## config.mk

```make
export PLATFORM = sky130hd
export DESIGN_NAME = dct_sm_accumulator_flat
export DESIGN_NICKNAME = d
export VERILOG_FILES = /design/src/rtl/dct_pkg.sv /design/src/rtl/dct_sm_accumulator_if.sv /design/src/rtl/dct_sm_to_tc.sv /design/src/rtl/dct_sm_accumulator.sv /design/src/flat_wrapper.sv
export SDC_FILE = /design/constraint.sdc
export NUM_CORES = 1
export LEC_CHECK = 0
export CAP_MARGIN = 10
export CORE_ASPECT_RATIO = 1.4
export CORE_MARGIN = 1
export CORE_UTILIZATION = 53
export CTS_BUF_LIST = sky130_fd_sc_hd__clkbuf_2 sky130_fd_sc_hd__clkbuf_4 sky130_fd_sc_hd__clkbuf_8
export CTS_CLUSTER_SIZE = 30
export DETAILED_ROUTE_END_ITERATION = 10
export PLACE_DENSITY = 0.8
export SLEW_MARGIN = 15
export SYNTH_ARGS = -nofsm -noshare
export SYNTH_HDL_FRONTEND = slang
export SYNTH_SLANG_ARGS = --single-unit
```

## constraint.sdc

```tcl
create_clock -name clk -period 3.5 [get_ports clk]
set_input_delay 0.525 -clock clk [delete_from_list [all_inputs] [get_ports clk]]
set_output_delay 0.525 -clock clk [all_outputs]
set_load 0.05 [all_outputs]
```

## src/rtl/dct_pkg.sv

```systemverilog
// Shared DCT datapath constants, payload types and sign-magnitude/two's-complement helpers.
package dct_pkg;

    localparam int unsigned MAG_W   = 32;
    localparam int unsigned N_TERMS = 8;
    localparam int unsigned CNT_W   = $clog2(N_TERMS);
    localparam int unsigned SUM_W   = MAG_W + CNT_W;
    localparam int unsigned OUT_W   = SUM_W + 1;

    typedef struct packed {
        logic             sign;
        logic [MAG_W-1:0] mag;
    } sm_prod_t;

    typedef struct packed {
        logic             sign;
        logic [SUM_W-1:0] mag;
    } sm_sum_t;

    typedef logic signed [OUT_W-1:0] tc_t;

    // Negative zero maps to plain zero.
    function automatic tc_t sm_to_tc(input logic sign, input logic [MAG_W-1:0] mag);
        tc_t ext;
        ext = tc_t'({{(OUT_W - MAG_W){1'b0}}, mag});
        return (sign && (mag != '0)) ? -ext : ext;
    endfunction

    // A zero value always comes back with sign 0.
    function automatic sm_sum_t tc_to_sm(input tc_t value);
        sm_sum_t r;
        tc_t     abs_v;
        abs_v  = value[OUT_W-1] ? -value : value;
        r.sign = value[OUT_W-1];
        r.mag  = abs_v[SUM_W-1:0];
        return r;
    endfunction

endpackage

```

## src/rtl/dct_sm_accumulator_if.sv

```systemverilog
// Product-in / coefficient-out valid-ready bus of the DCT accumulator.
interface dct_sm_accumulator_if;
    import dct_pkg::*;

    logic     in_valid;
    logic     in_ready;
    sm_prod_t in_data;
    logic     out_valid;
    logic     out_ready;
    sm_sum_t  out_data;

    modport master (
        output in_valid, in_data, out_ready,
        input  in_ready, out_valid, out_data
    );

    modport slave (
        input  in_valid, in_data, out_ready,
        output in_ready, out_valid, out_data
    );

endinterface

```

## src/rtl/dct_sm_to_tc.sv

```systemverilog
// Combinational sign-magnitude product to accumulator-width two's complement.
module dct_sm_to_tc
    import dct_pkg::*;
(
    input  sm_prod_t prod_i,
    output tc_t      term_o
);

    assign term_o = sm_to_tc(prod_i.sign, prod_i.mag);

endmodule

```

## src/rtl/dct_sm_accumulator.sv

```systemverilog
// Sums N_TERMS sign-magnitude products into one sign-magnitude DCT coefficient.
module dct_sm_accumulator
    import dct_pkg::*;
(
    input  logic                 clk,
    input  logic                 rst_n,
    input  logic                 clear,
    dct_sm_accumulator_if.slave  bus
);

    logic [CNT_W-1:0] cnt_q, cnt_d;
    tc_t              acc_q, acc_d;
    logic             out_valid_q, out_valid_d;
    sm_sum_t          out_data_q, out_data_d;

    tc_t  term_c;
    tc_t  sum_c;
    logic last_c;
    logic in_ready_c;
    logic in_fire_c;
    logic out_fire_c;

    dct_sm_to_tc u_sm_to_tc (
        .prod_i (bus.in_data),
        .term_o (term_c)
    );

    assign sum_c  = acc_q + term_c;
    assign last_c = (cnt_q == CNT_W'(N_TERMS - 1));

    // Only the completing term stalls, and only when the result slot cannot free up.
    assign in_ready_c = !clear && !(last_c && out_valid_q && !bus.out_ready);
    assign in_fire_c  = bus.in_valid && in_ready_c;
    assign out_fire_c = out_valid_q && bus.out_ready;

    always_comb begin
        cnt_d       = cnt_q;
        acc_d       = acc_q;
        out_valid_d = out_valid_q;
        out_data_d  = out_data_q;

        if (out_fire_c) begin
            out_valid_d = 1'b0;
        end

        if (clear) begin
            cnt_d = '0;
            acc_d = '0;
        end else if (in_fire_c) begin
            if (last_c) begin
                out_data_d  = tc_to_sm(sum_c);
                out_valid_d = 1'b1;
                acc_d       = '0;
                cnt_d       = '0;
            end else begin
                acc_d = sum_c;
                cnt_d = cnt_q + CNT_W'(1);
            end
        end
    end

    always_ff @(posedge clk or negedge rst_n) begin
        if (!rst_n) begin
            cnt_q       <= '0;
            acc_q       <= '0;
            out_valid_q <= 1'b0;
            out_data_q  <= '0;
        end else begin
            cnt_q       <= cnt_d;
            acc_q       <= acc_d;
            out_valid_q <= out_valid_d;
            out_data_q  <= out_data_d;
        end
    end

    assign bus.in_ready  = in_ready_c;
    assign bus.out_valid = out_valid_q;
    assign bus.out_data  = out_data_q;

endmodule

```

## src/flat_wrapper.sv

```systemverilog
// flat-port wrapper written by rule: the top's interface ports become plain ports
module dct_sm_accumulator_flat import dct_pkg::*;
  (clk, rst_n, clear, bus_in_valid, bus_in_data, bus_out_ready, bus_in_ready, bus_out_valid, bus_out_data);
  dct_sm_accumulator_if bus_i ();
  input  logic clk;
  input  logic rst_n;
  input  logic clear;
  input wire logic [$bits(bus_i.in_valid)-1:0] bus_in_valid;
  input wire logic [$bits(bus_i.in_data)-1:0] bus_in_data;
  input wire logic [$bits(bus_i.out_ready)-1:0] bus_out_ready;
  output wire logic [$bits(bus_i.in_ready)-1:0] bus_in_ready;
  output wire logic [$bits(bus_i.out_valid)-1:0] bus_out_valid;
  output wire logic [$bits(bus_i.out_data)-1:0] bus_out_data;
  assign bus_i.in_valid = bus_in_valid;
  assign bus_i.in_data = bus_in_data;
  assign bus_i.out_ready = bus_out_ready;
  assign bus_in_ready = bus_i.in_ready;
  assign bus_out_valid = bus_i.out_valid;
  assign bus_out_data = bus_i.out_data;
  dct_sm_accumulator u_core (.clk(clk), .rst_n(rst_n), .clear(clear), .bus(bus_i));
endmodule
```

==> results.yml, run 1 <==
status:
  status: "did not finish"
  lastStage: "global routing"
  error_line: "[ERROR DPL-0038] Utilization greater than 100%, impossible to legalize"
timing:
  worst_path_end_type: "register data pin"
  grt-worst-endpoint: "u_core.bus.out_data[29]$_DFFE_PN0P_/D"
cts:
  postCtsHoldBufs: 0
  cts_buffers: 9
  ctsRootBufferMaster: "clkbuf_8"
  htreeDepth: 3
  clockBufferDepth: 2
  cts.sinks: 76
synth:
  yosysSeqAreaShare_pct: 29.26
  syn-num-nets: 873
  yosys_warnings: 0
  syn_inst: 795
  synth_area_um2: 6500
  syn_area_per_cell_um2: 8.176
  yosysMostFrequentCell: "nand2_1"
  synth_edf_count: 0
  synth_commonest_cells: "95 x nand2_1, 76 x dfrtp_1, 71 x o21ai_0"
  muxShareOfSynthArea_pct: 0.1540
  netlist.area_leader.share_pct: 29.26
  synth_compound_area_share_pct: 26.04
  synth_xor_area_share_pct: 9.297
  synth_top_family_by_area: "compound AO/OA/AOI/OAI gates"
  synthDistinctLibCells: 63
  synth_simple_gate_area_share_pct: 24.50
  ys_ff_latch: 76
  ys.flop_type: "dfrtp_1"
  async_flop_share_pct: 100.0
  netlist_top_cells_area: "dfrtp_1 29%, xnor2_1 7.5%, ha_1 7.5%"
  yosysTopAreaCell: "dfrtp_1"
  synthAdderAreaFrac_pct: 7.815
die:
  io_pins: 76
  num_rows: 47
  start_util_pct: 54.72
  die_y_um: 133.0
  die_w_um: 95.60
place:
  gp_congestion: 0.9523
  io_buffers: 75
  dp.cells: 1223
  hpwl_um: 19260
global_route:
  grt_max_degree: 77
## repair_timing
action | CTS
setup endpoints to repair | 70
pin swaps | 71
cloned | 2
resized for setup | 194
setup buffers | 37
endpoints found under the hold margin | 0
## logic make-up after synthesis
family | Yosys count
buf+inv | 45
flops | 76
simple gates | 310
compound gates | 254
fa+ha+maj | 40
mux | 1
xor+xnor | 69
## metrics by stage
step	setup WS (ps)	setup TNS, ps	instance area (µm²)
after floorplan	-1801	-75470	7015
after global placement	-2401	-126860	9542
after detailed placement	-2576	-133630	9542
after CTS	-1619	-70440	10760
==> run 2: changes to the inputs <==
CORE_ASPECT_RATIO = default   (was 1.4)
CORE_UTILIZATION = 40   (was 53)
CTS_BUF_LIST = default   (was sky130_fd_sc_hd__clkbuf_2 sky130_fd_sc_hd__clkbuf_4 sky130_fd_sc_hd__clkbuf_8)
CTS_CLUSTER_SIZE = default   (was 30)
PLACE_DENSITY = default   (was 0.8)
PLACE_DENSITY_LB_ADDON = 0.15   (was default)
clock period = 4.5 ns   (was 3.5 ns; I/O delays follow)
==> run 2 against run 1 <==
- the flow now finishes, with violations (setup timing)
- synthesized cell count is the same
- area after synthesis is the same
==> results.yml, run 2 <==
timing:
  finalSetupViolations: 46
  fmax_mhz: 184.8
  fin_skew_ps: 11.85
  period_share_pct: 120.3
  slew_viol_final: 0
  period_minus_slack_ps: 5412
  worst_pin_slew_ps: 1008
  rsz0062_at_grt: "true"
  finalHoldViolCount: 0
  setup_ws_ps: -912.3
  relSlewSlack_pct: 32.65
finish:
  flow.area_growth_from_synthesis_pct: 68.68
  drive_gt1_share_pct: 42.45
  final_common_cell: "buf_4"
  final_cells: 1342
  layout.nets: 1200
  nFillCells: 1293
  final_cell_mix: "249 x buf_4, 87 x nand2_1, 76 x dfrtp_1, 58 x clkdlybuf4s50_1, 46 x xnor2_1"
  antenna_cells: 0
  fin_util_pct: 69.02
detailed_routing:
  drtAntennaViolNets: 0
  viasPerCell: 5.655
  wire_per_inst_um: 18.29
  postRouteWirelength_um: 24540
  drc: 0
  drtPass1Iterations: 5
  drt-initial-drc-count: 532
  vias: 7589
global_route:
  grt_max_degree: 77
  track_usage_pct: 29.34
  grt_pass1_vias: 7396
  grt_antenna_before_repair: 0
  grt_pass1_wl_um: 37870
  grt-ovfl-total: 0
worst_setup_path:
  path_cells: "buf_6 > or4_4 > or3_4 > or4_4 > o21a_4 > o21ai_0 > xnor2_1 > ha_2 > buf_4 > a211oi_2 > o211ai_1 > a21boi_2 > nand4_1 > a311oi_2 > xnor2_1 > or3_4 > nor4_4 > or4_1 > nand3_1"
  crit_arrival_ps: 5620
  critPathMaxFanout: 8
  worst-r2r-cell-count: 13
  rr_endpoint: "u_core.bus.out_data[34]"
  regToRegStartpoint: "u_core.acc_q[0]"
  cp_slowest_cell: "or4_4"
  end_kind: "register"
  start_kind: "input port"
  reg2reg_setup_slack_ps: 940
  cp_top_family: "simple AND/OR/NAND/NOR gates"
  slowest_delay_ps: 540
  path_depth: 19
  crit_type: "input port to register"
  cp.required_ps: 4710
  path_buf_inv: 2
synth:
  syn-num-nets: 873
  synthDistinctLibCells: 63
  syn_inst: 795
  yosysSeqAreaShare_pct: 29.26
  netlist.area_leader.share_pct: 29.26
  synth_area_um2: 6500
  yosys_warnings: 0
  syn_area_per_cell_um2: 8.176
  synth_edf_count: 0
  yosysMostFrequentCell: "nand2_1"
  yosysTopAreaCell: "dfrtp_1"
  netlist_top_cells_area: "dfrtp_1 29%, xnor2_1 7.5%, ha_1 7.5%"
  ys_ff_latch: 76
  ys.flop_type: "dfrtp_1"
  async_flop_share_pct: 100.0
  synth_commonest_cells: "95 x nand2_1, 76 x dfrtp_1, 71 x o21ai_0"
pwr:
  pwr-share-seq_pct: 15.5
  pwr-share-clk_pct: 11.8
  power_switching_uw: 2579
  p_comb_share_pct: 72.7
  intPower_uw: 3280
  switching_share_pct: 44.02
  p_per_area_nw_per_um2: 534.4
  vdd_drop_max_v: 0.0002838
  leakage_uw: 0.004843
place:
  io_buffers: 75
  dp.cells: 1278
  gp_congestion: 0.9694
  hpwl_um: 18260
cts:
  cts_tree: "yes"
  cts_buffers: 9
  path_clk_slew_ps: 60
  postCtsHoldBufs: 0
  clkLatencyLatePin_ps: 340
  htreeDepth: 3
  clockBufferDepth: 2
  cts.sinks: 76
  ctsRootBufferMaster: "clkbuf_16"
job:
  maxCapViolations: 0
die:
  num_rows: 46
  core_um2: 15890
  die_w_um: 129.5
  io_pins: 76
  start_util_pct: 40.92
  die_y_um: 129.5
  die_area_um2: 16760
min_path:
  hold_end: "u_core.bus.out_data[13]"
  min_path_cells: 2
  hold_class: "register to register"
  min-delay-start: "u_core.bus.out_data[13]"
status:
  violations: "setup timing"
  status: "finished, violations left"
## run 2: cell counts after synthesis
No cell type changed its count.
## run 2: worst max-delay path by stage
stage | startpoint | to | slack [ps]
finish | bus_in_data[20] | u_core.bus.out_data[34] | -910
CTS | bus_in_data[30] | u_core.bus.out_data[33] | -780
global route | bus_in_data[20] | u_core.bus.out_data[34] | -1100
detailed placement | bus_in_data[21] | u_core.bus.out_data[27] | -1750
floorplan | bus_in_data[21] | u_core.bus.out_data[21] | -950
global placement | bus_in_data[21] | u_core.bus.out_data[27] | -1620
## run 2: power groups by stage
stage	Clock, µW	Combinational (µW)	Sequential, µW
CTS	696	3840	893
finish	692	4260	908
detailed placement	0	3450	899
global route	722	4550	911
global placement	0	3400	898
floorplan	0	1910	869
## run 2: cell type report
class	count	area (µm²)	share of cell area (%)
timing repair buffer	353	2943	26.84
tap	216	270.3	2.465
inverter	7	26.28	0.2396
clock buffer	11	252.7	2.305
clock inverter	4	25.02	0.2282
sequential	76	1902	17.35
multi-input combinational	675	5545	50.58
## run 2: layer usage
| metal | up-vias | wire [µm] | GRT usage, % |
|---|---|---|---|
| met5 | - | 0 | 0 |
| met4 | 0 | 362 | 7.319 |
| met3 | 26 | 1294 | 4.707 |
| met2 | 216 | 11720 | 48.83 |
| met1 | 3712 | 11160 | 39.67 |
| li1 | 3635 | - | - |
## run 2: cell families (layout without fill, tap and decap cells)
logic type,after synthesis,after routing,synth area share [%]
and+or+nand+nor,310,310,24.50
xor gates and xnor gates,69,69,9.297
buffers and inverters,45,375,2.926
AOI/OAI and AO/OA,254,255,26.04
adders and majority gates,40,40,7.815
muxes,1,1,0.1540
DFF,76,76,29.26
## run 2: worst reg2reg max path: cells and delay by family, from the launching register on
kind            cells  cell delay [ps]
buf+inv             1              200
xor+xnor            1              140
fa+ha+maj           2              620
flops               1              400
simple gates        6             1260
compound gates      3              830
## run 2: what timing repair did
item | 4_1_cts | 5_1_grt
cloned | 1 | 0
setup buffers | 30 | 25
resized for setup | 163 | 98
endpoints found under the setup margin | 61 | 57
pin swaps | 93 | 88
## run 2: stage by stage
| step | cell area, µm² | total power (µW) | hold slack [ps] | TNS, ps | setup WS (ps) |
|---|---|---|---|---|---|
| 2_1_floorplan | 6855 | 2774 | 379.4 | -25040 | -950.8 |
| 3_3_place_gp | 9382 | 4299 | 464.4 | -69820 | -1623 |
| 3_5_place_dp | 9382 | 4351 | 472.1 | -77360 | -1751 |
| 4_1_cts | 10360 | 5424 | 482.3 | -27440 | -782.6 |
| 5_1_grt | 10960 | 6187 | 510.9 | -36180 | -1096 |
| 6_report | 10960 | 5859 | 481.5 | -29030 | -912.3 |
Note: power is estimated with default switching activity, not from simulation.
==> variant 1: new RTL, settings of run 2 <==
Change the package constant `MAG_W` from 32 to 64.
--- a/src/rtl/dct_pkg.sv
+++ b/src/rtl/dct_pkg.sv
@@ -3,3 +3,3 @@
 
-    localparam int unsigned MAG_W   = 32;
+    localparam int unsigned MAG_W   = 64;
     localparam int unsigned N_TERMS = 8;
Ports: changed (resized bus_in_data and bus_out_data); port bits go from 76 to 140. No check against the original RTL was run, so the function may have changed too.
==> variant 1 against run 2 <==
  * The flow still finishes with violations (setup timing)
  * Synthesized area is 100% higher
  * Clock skew is 0.0062 ns higher
  * Wire length grew to 2.5 times the old value
  * Clock power is 100% higher
  * Worst setup slack worse by 1.2 ns
  * Total power is 86% higher
  * Critical path type unchanged
  * Largest cell class unchanged
  * Cell area is 110% higher
  * Sequential cell count is 64 higher
==> variant 1: results (changes against run 2) <==
* Result of the run: complete, but fails checks (unchanged)
* Failing checks: setup timing (unchanged)
* Layout cells sized above 1 at 0.462 (was 0.425)
* M1 GR Usage at 0.514 (was 0.397)
* Area of the multi-input gates at 11600 um2 (was 5550 um2)
* Clock-cell share of area at 0.0234 (was 0.0253)
* PnR worst setup slack at -2.12 ns (was -0.912 ns)
* Non-clock buffer total of the final layout at 844 (was 353)
* Number of DRC markers in iteration 0 at 1490 (was 532)
* Inverters at 36 (was 7)
* Buffer count from post-CTS setup fixing at 66 (was 30)
* Via count at 16600 (was 7589)
* Mapped Avg Cell Area at 7.86 um2 (was 8.18 um2)
* Final setup fails at 128 (was 46)
* CLK BUF at 20 (was 11)
* Clock Skews at 0.0180 ns (was 0.0119 ns)
* Crit path from: bus_in_data[40] (was bus_in_data[20])
* Routability cong. at 1.02 (was 0.969)
* Critical Path AT at 6.93 ns (was 5.62 ns)
* DRT Pass-1 Iters at 6 (was 5)
* Adder-cell share of the synthesized area at 0.0694 (was 0.0782)
* Fillers at 2451 (was 1293)
* DP Worst Slack at -3.19 ns (was -1.75 ns)
* Met3 wire len at 4.15 mm (was 1.29 mm)
* P_leak at 10.3 nW (was 4.84 nW)
* Met3 usage at 0.0528 (was 0.0471)
* CP Capture Point: u_core.bus.out_data[66] (was u_core.bus.out_data[34])
* First-pass GRT wire length at 92.9 mm (was 37.9 mm)
* H-tree Lvls at 4 (was 3)
* Post-synthesis sequential area ratio at 0.268 (was 0.293)
* Syn nets at 1808 (was 873)
* Synth cell count leaders: 210 x nand2_1, 173 x o21ai_0, 140 x dfrtp_1 (was 95 x nand2_1, 76 x dfrtp_1, 71 x o21ai_0)
* Post-CTS Resized at 480 (was 163)
* Antenna violations before repair at 1 (was 0)
* Met2 Use GR at 0.567 (was 0.488)
* Max incr delay on CP at 0.56 ns (was 0.54 ns)
* Ant diodes at 1 (was 0)
* Met2 WL post-DR at 27.8 mm (was 11.7 mm)
* Non-clk buf share at 0.304 (was 0.268)
[variant 1: changes by cell type in the layout (fill, tap and decap cells not counted), moves of 41 or more]
cell             before  now
xor2_1                6   76
nand2_1              87  189
nand4_1              13   57
nor2_1               42   91
dfrtp_1              76  140
buf_6                32   73
a21oi_1              19   77
clkdlybuf4s50_1      58  112
buf_4               249  618
o21ai_1              30   82
[variant 1: logic make-up (layout without fill, tap and decap cells)]
| kind of cell | after synthesis | after routing |
|---|---|---|
| compound gates | 580 | 580 |
| simple gates | 566 | 566 |
| xor+xnor | 175 | 175 |
| flops | 140 | 140 |
| buf+inv | 130 | 911 |
| fa+ha+maj | 72 | 72 |
| mux | 3 | 3 |
| other cells | 0 | 1 |
[variant 1: metrics by stage]
| step | cell area, um2 | hold WS, ns | setup TNS (ns) |
|---|---|---|---|
| after global placement | 19700 | 0.462 | -301.60 |
| final | 23400 | 0.304 | -171.32 |
| after detailed placement | 19700 | 0.469 | -305.88 |
| after floorplan | 13400 | 0.379 | -135.04 |
| after CTS | 22400 | 0.346 | -155.33 |
| after global routing | 23400 | 0.390 | -191.78 |
[variant 1: worst register-to-register path, stage by stage (launching register included)]
cell and delay [ns]:
dfrtp_1 0.40, ha_1 0.22, fa_2 0.37, a211oi_2 0.24, buf_4 0.17, nor2_1 0.05, xor2_1 0.19, or3_4 0.45
nor4_4 0.19, or3b_4 0.43, and4b_2 0.38, buf_6 0.13, nand3_4 0.09, or2_4 0.32, buf_6 0.13, o21ai_2 0.13
xor2_1 0.25, o21ai_1 0.10
[variant 1: power breakdown]
part	internal (W)	leakage (nW)	total [W]	switching (W)
Combinational	0.00384	8.17	0.00801	0.00417
Clock	0.000765	0.254	0.00141	0.000645
Sequential	0.00139	1.91	0.00151	0.000116
Total	0.00599	10.3	0.0109	0.00493
==> variant 2: new RTL, settings of run 2 <==
Made on the original files. Make the reset (`rst_n`) synchronous in one clocked block.
--- a/src/rtl/dct_sm_accumulator.sv
+++ b/src/rtl/dct_sm_accumulator.sv
@@ -61,3 +61,3 @@
 
-    always_ff @(posedge clk or negedge rst_n) begin
+    always_ff @(posedge clk) begin
         if (!rst_n) begin
Behaviour: not the same (Yosys sat finds a counterexample within 10 cycles, from zero or initial values and one cycle with rst_n low; the reset may be asserted at any time).
==> variant 2 against run 2 <==
  * Worst hold slack lost 0.018 ns
  * Highest routed layer unchanged
  * Non-clock buffer count up 19
  * Count of clock-buffer cells in the layout shrank 1
  * Cell area is 0.50% higher
  * The run still ends with setup timing left
  * Sequential cell count unchanged
  * Synthesized area down 2.3%
  * Wire length fell by 1.6%
  * Clock skew decreased by 0.0022 ns
  * Worst setup slack worse by 0.076 ns
Power is not compared: it rests on default switching activity, and its combinational part moved more than twofold at a synthesized area within 25%.
==> variant 2: results (changes against run 2) <==
* Relative slew margins at 0.284 (was 0.326)
* Final non-filler cell total at 1387 (was 1342)
* Failing checks: setup timing (unchanged)
* Number of global-route vias before repair at 6979 (was 7396)
* Placed Area at 9070 um2 (was 9380 um2)
* Number of DRC markers in iteration 0 at 497 (was 532)
* Largest cells by area after synthesis: dfxtp_1 24%, xnor2_1 7.7%, ha_1 7.7% (was dfrtp_1 29%, xnor2_1 7.5%, ha_1 7.5%)
* First-pass GRT wire length at 36.2 mm (was 37.9 mm)
* Largest net degree at the start of global routing at 66 (was 77)
* Ys async rst share at 0 (was 1.00)
* Buffer count from post-CTS setup fixing at 39 (was 30)
* Post-CTS Resized at 125 (was 163)
* Routability cong. at 0.913 (was 0.969)
* Layout cells sized above 1 at 0.435 (was 0.425)
* Synth cell count leaders: 100 x nor2_1, 79 x a21oi_1, 76 x dfxtp_1 (was 95 x nand2_1, 76 x dfrtp_1, 71 x o21ai_0)
* Result of the run: complete, but fails checks (unchanged)
* Via count at 7551 (was 7589)
* Final setup fails at 46 (unchanged)
* Placed cell count at 1298 (was 1278)
* Syn nets at 907 (was 873)
* PnR worst setup slack at -0.988 ns (was -0.912 ns)
* Fillers at 1187 (was 1293)
* Placed wire-length estimate at 17.1 mm (was 18.3 mm)
* Post-synthesis sequential area ratio at 0.240 (was 0.293)
* Post-Route WL at 24.2 mm (was 24.5 mm)
variant 2: cells by family after synthesis:
| group | share of synthesized area |
|---|---|
| xor+xnor | 0.116 |
| compound gates | 0.287 |
| simple gates | 0.227 |
| mux | 0.00473 |
| flops | 0.240 |
| fa+ha+maj | 0.0800 |
| buf+inv | 0.0455 |
variant 2: through the flow:
stage | hold slack [ns] | total power [W] | util
final | 0.463 | 0.00260 | 0.717
after global routing | 0.481 | 0.00271 | 0.717
after CTS | 0.461 | 0.00245 | 0.661
after detailed placement | 0.451 | 0.00162 | 0.590
after global placement | 0.441 | 0.00160 | 0.590
after floorplan | 0.440 | 0.00122 | -
variant 2: worst max-delay path: stages:
cell and delay, ns:
clkdlybuf4s15_1 0.19, or4_4 0.55, nor3_4 0.24, nand2_2 0.09, or2_4 0.27, o21ai_4 0.20
clkinv_4 0.12, buf_6 0.13, o31ai_4 0.05, xnor2_1 0.16, ha_2 0.31, o211ai_1 0.26
buf_4 0.20, o211ai_4 0.12, a22oi_2 0.31, nand2_2 0.13, xor2_2 0.21, or2_4 0.27
nand4b_1 0.28, buf_4 0.21, nor3_4 0.12, buf_6 0.15, a31oi_4 0.08, xnor2_1 0.22
a21oi_1 0.10
variant 2: worst paths after layout:
| check | cells past startpoint | endpoint | start | slack (ns) |
|---|---|---|---|---|
| hold reg to reg | 2 | u_core.bus.out_data[27] | u_core.bus.out_data[27] | 0.46 |
| setup reg to reg | 16 | u_core.bus.out_data[33] | u_core.acc_q[0] | 0.71 |
| setup / recovery | 25 | u_core.bus.out_data[33] | bus_in_data[22] | -0.99 |
| hold / removal | 2 | u_core.bus.out_data[27] | u_core.bus.out_data[27] | 0.46 |
variant 2: power groups by stage:
stage               sequential (W)  clock [W]  combinational [W]
finish                    0.000693   0.000747            0.00116
global placement          0.000707          0           0.000894
global route              0.000693   0.000776            0.00124
detailed placement        0.000707          0           0.000912
CTS                       0.000692   0.000752            0.00101
floorplan                 0.000702          0           0.000516
variant 2: metal layers:
metal  GRT usage  vias to the layer above  part of all wire
li1            -                     3732                 -
met1       0.401                     3600              0.48
met2       0.454                      194              0.46
met3      0.0321                       25             0.042
met4      0.0630                        0             0.018
met5           0                        -                 0
variant 2: cell type report:
| cell class | count | area (um2) | share of cell area |
|---|---|---|---|
| inverters | 23 | 91.3 | 0.00829 |
| multi-input cells | 689 | 5700 | 0.517 |
| repair inverters | 1 | 5.00 | 0.000454 |
| repair buffers | 372 | 3140 | 0.285 |
| clock inverters | 5 | 61.3 | 0.00556 |
| well taps | 211 | 264 | 0.0240 |
| clock buffers | 10 | 239 | 0.0217 |
| flip-flops and latches | 76 | 1520 | 0.138 |
